## config.mk

```make
export PLATFORM = sky130hd
export DESIGN_NAME = seq_multiplier
export DESIGN_NICKNAME = d
export VERILOG_FILES = /design/src/rtl/seq_multiplier.sv
export SDC_FILE = /design/constraint.sdc
export NUM_CORES = 1
export LEC_CHECK = 0
export CAP_MARGIN = 20
export CORE_ASPECT_RATIO = 1.25
export CORE_MARGIN = 3
export CORE_UTILIZATION = 40
export DETAILED_ROUTE_END_ITERATION = 7
export GPL_TIMING_DRIVEN = 1
export PLACE_DENSITY = 0.58
export SYNTH_ARGS = -nofsm -noshare
export SYNTH_HDL_FRONTEND = slang
export SYNTH_SLANG_ARGS = --single-unit
```

## constraint.sdc

```tcl
create_clock -name clk -period 3.5 [get_ports clk]
set_input_delay 0.7 -clock clk [delete_from_list [all_inputs] [get_ports clk]]
set_output_delay 0.7 -clock clk [all_outputs]
set_load 0.02 [all_outputs]
```

## src/rtl/seq_multiplier.sv

```systemverilog
// Sequential shift-add unsigned multiplier, one multiplier bit per clock.
// Optional addend port C (P = A*B + C) enabled by defining MULT_ADDEND_EN.
module seq_multiplier #(
   parameter int WIDTH = 16
) (
   input  logic               clk,
   input  logic               rst_n,
   input  logic               start,
   input  logic [WIDTH-1:0]   A,
   input  logic [WIDTH-1:0]   B,
`ifdef MULT_ADDEND_EN
   input  logic [WIDTH-1:0]   C,
`endif
   output logic [2*WIDTH-1:0] P,
   output logic               done,
   output logic               busy
);

   localparam int CW = $clog2(WIDTH + 1);

   typedef enum logic [1:0] {
      IDLE,
      CALC,
      DONE
   } state_t;

   state_t             state_q;
   state_t             state_d;
   logic [2*WIDTH-1:0] mcand;
   logic [WIDTH-1:0]   mplier;
   logic [2*WIDTH-1:0] acc;
   logic [2*WIDTH-1:0] add_term;
   logic [2*WIDTH-1:0] acc_next;
   logic [2*WIDTH-1:0] acc_init;
   logic [CW-1:0]      count;
   logic               last;

   assign last     = (count == CW'(WIDTH - 1));
   assign add_term = mplier[0] ? mcand : '0;
   assign acc_next = acc + add_term;

`ifdef MULT_ADDEND_EN
   assign acc_init = {{WIDTH{1'b0}}, C};
`else
   assign acc_init = '0;
`endif

   always_ff @(posedge clk or negedge rst_n) begin
      if (!rst_n) begin
         state_q <= IDLE;
      end else begin
         state_q <= state_d;
      end
   end

   always_comb begin
      state_d = state_q;
      unique case (state_q)
         IDLE, DONE: if (start) state_d = CALC;
         CALC:       if (last)  state_d = DONE;
         default:    state_d = IDLE;
      endcase
   end

   // P is written only on the final iteration so partial sums never leak out
   always_ff @(posedge clk or negedge rst_n) begin
      if (!rst_n) begin
         mcand  <= '0;
         mplier <= '0;
         acc    <= '0;
         count  <= '0;
         P      <= '0;
         done   <= 1'b0;
         busy   <= 1'b0;
      end else begin
         unique case (state_q)
            IDLE, DONE: begin
               if (start) begin
                  mcand  <= {{WIDTH{1'b0}}, A};
                  mplier <= B;
                  acc    <= acc_init;
                  count  <= '0;
                  done   <= 1'b0;
                  busy   <= 1'b1;
               end
            end
            CALC: begin
               acc    <= acc_next;
               mcand  <= mcand << 1;
               mplier <= mplier >> 1;
               count  <= count + CW'(1);
               if (last) begin
                  P    <= acc_next;
                  done <= 1'b1;
                  busy <= 1'b0;
               end
            end
            default: begin
               busy <= 1'b0;
            end
         endcase
      end
   end

endmodule
```

==> run metrics <==
outcome=complete, no violations; CTS tree=done; share of cells above drive strength 1=10.1%; Post-DRT Antenna Nets=0; CTS buffer count=17; largest area contributor in the netlist=dfrtp_1; RSZ-0062 raised after global routing=false; sequential fraction of the synthesis area=46.8%; WHS=0.268 ns; Syn Area/Cell=9.90 µm²; die width=roughly 120 µm; CTS sink cnt=between 100 and 150; Reg clk slew, reported paths=0.05 ns; setup repair bufs after CTS=0; largest net degree at the start of global routing=85; DRC violations left=0; number of flops mapped to enable cells by yosys=0; worst path cell trace=and2_1, ha_1, a21oi_1, o21ai_0, a221o_1, a2111oi_0, o31ai_1, xnor2_1, o21ai_0; Post-DP HPWL=10400 µm; Setup Total Neg Slack=0 ns; Hold Violations, Final=0; 1st-pass router iterations=5; Tmin final=3.03 ns; static leakage=3.69 nW; # setup viols final=0; Tcrit/Tclk final=86.4%; clock power share=approximately a quarter; CTS H-Tree Depth=4; routed wire length=between 15000 and 20000 µm; die span in y=148 µm; Fillers=about 1500; Tot GR Track Use=approximately 18%; WL/cell=16.1 µm; average vias per placed instance=5.41; Reg power frac=between 30% and 40%; pwr dens=between 900 and 1000 nW/µm²; reg-to-reg setup timing slack=~0.47 ns; switching share of power=about two fifths; Crit path max-delay family=compound AO/OA/AOI/OAI gates; via count=5045; Max-Cap Viols=0; worst hold path class=primary input to async pin; Synth top cells by count=121 x dfrtp_1, 114 x nand2_1, 41 x a22o_1, 40 x o21ai_0, 33 x ha_1; Reg area=3030 µm²; Synth cell types=52; top cells by area, synth=dfrtp_1 47%, nand2_1 6.6%, ha_1 6.4%; clk_lat worst skew=0.42 ns; RR Endpoint=acc[28]; Net Sw Power=0.00306 W; Critical Path Most Common Cell=o21ai_0; initial antenna violation count=0; Setup crit start=mplier[0]; Worst-Margin Slew=0.827 ns; ys flop type=dfrtp_1; area of the multi-input gates=3260 µm²; CP Data Arrival Time=3.30 ns; asr flop ratio synth=100%; core area=between 15000 and 20000 µm²; Site Rows=51; Buf+Inv Stages, Crit Path=0; Iter 0 DRT Violations=337; part of the power in combinational logic=45.5%; internal power=between 0.004 and 0.005 W; critical path type=flip-flop to flip-flop; Critical Path Max Stage Delay=approximately 0.56 ns; IO Count=~70; GPL Wtd Cong=0.889; R2R Path Start=mplier[0]; Post-Syn Area=6460 µm²; Worst setup EP type=flip-flop; FF+latch count, synth=121; post-synthesis to final-layout area growth=23.6%; nets@finish=777; maximum VDD drop=approximately 330 µV; CP Depth=9; worst-case reg-to-reg path depth=9; CP max stage cell=a2111oi_0; antenna cells=0; area share of the largest cell type after synthesis=between 40% and 50%; worst-path maximum fanout=25; Initial Util=41.2%; clock buffer depth=2; Gate Count Post-Synth=653; Worst slew margin=44.8%; Final Skew=0.00855 ns; port bufs=68; vias in the first global route=5076; die area=17700 µm²; global-route wire length before repair=about 25000 µm; max-slew violations=0; Critical Path End=acc[28]; count leader, synth=dfrtp_1; Max Freq=331 MHz; syn nets=722; gr ovfl total=0; crit start category=flip-flop; root buf cell=clkbuf_16; YS warnings=0; CP required=about 3.8 ns
sequential cells by signal, indices dropped and copies added, names as in the netlist:
name,flops
P,32
acc,32
busy,1
count,5
done,1
mcand,32
mplier,16
state_q,2
metal layers:
metal	part of all wire [%]	wire length, µm	GRT usage (%)	up-vias
met4	2.7	409	7.85	0
li1	-	-	-	2454
met2	49	7310	28.3	135
met5	0	0	0	-
met1	44	6620	22.9	2426
met3	4.6	696	4.49	30
timing repair:
| action | 4_1_cts | 5_1_grt |
|---|---|---|
| setup endpoints to repair | 0 | 1 |
| gates resized for setup | 0 | 1 |
| hold buffers | 0 | 0 |
metrics by stage:
| step | power (W) | utilization [%] | setup WS [ns] | area [µm²] | std cells |
|---|---|---|---|---|---|
| 6_report | 0.00788 | 50.9 | 0.475 | 7990 | 933 |
| 5_1_grt | 0.00848 | 50.9 | 0.164 | 7990 | 933 |
| 3_5_place_dp | 0.00604 | 46.9 | 0.243 | 7360 | 901 |
| 2_1_floorplan | 0.00495 | - | 0.905 | 6460 | 653 |
| 4_1_cts | 0.00796 | 50.9 | 0.246 | 7990 | 933 |
| 3_3_place_gp | 0.00594 | 46.9 | 0.255 | 7360 | 901 |
how the worst min path moves through the flow:
stage / start / depth (start not counted) / to / slack, ns
final: rst_n / 1 / mcand[19] / 0.27
after global routing: rst_n / 1 / mcand[19] / 0.30
after CTS: rst_n / 1 / P[17] / 0.29
after detailed placement: mplier[14] / 2 / mplier[14] / 0.46
after global placement: mplier[6] / 2 / mplier[6] / 0.46
after floorplan: rst_n / 0 / P[0] / 0.40
cell usage in the layout, fill, tap and decap left out, drive strengths merged, types with 20 or more instances in the layout:
cell           netlist  layout
a22oi               30      30
nand2              114     114
dfrtp              121     121
o21ai               44      44
xnor2               20      20
ha                  33      33
clkbuf              28      21
clkdlybuf4s50        0      67
a21oi               31      31
mux2                22      22
a22o                41      41
and2                33      33
worst reg2reg max path, cell delays in order, from the launching register on:
cell	delay, ns
dfrtp_2	0.54
and2_1	0.22
ha_1	0.34
a21oi_1	0.25
o21ai_0	0.16
a221o_1	0.33
a2111oi_0	0.56
o31ai_1	0.18
xnor2_1	0.21
o21ai_0	0.10
area by class of cell:
class / count / area share (%)
clock buffer: 21 / 5.76
multi-input combinational: 483 / 40.8
clock inverter: 11 / 2.11
inverter: 10 / 0.470
tap: 212 / 3.32
sequential: 121 / 37.9
timing repair buffer: 75 / 9.61
power groups by stage:
stage / Combinational [W] / Sequential, W / Clock, W
floorplan: 0.00246 / 0.00249 / 0
global placement: 0.00351 / 0.00244 / 0
detailed placement: 0.00359 / 0.00245 / 0
CTS: 0.00361 / 0.00244 / 0.00190
global route: 0.00400 / 0.00252 / 0.00196
finish: 0.00358 / 0.00243 / 0.00186
logic make-up after synthesis:
logic type / after synthesis / synth area share [%]
and+or+nand+nor: 207 / 14.7
AOI/OAI and AO/OA: 189 / 20.7
DFF: 121 / 46.8
buffers and inverters: 49 / 2.96
adders and majority gates: 34 / 6.70
xor gates and xnor gates: 31 / 4.20
muxes: 22 / 3.83
Power figures use the tool's default switching activity.
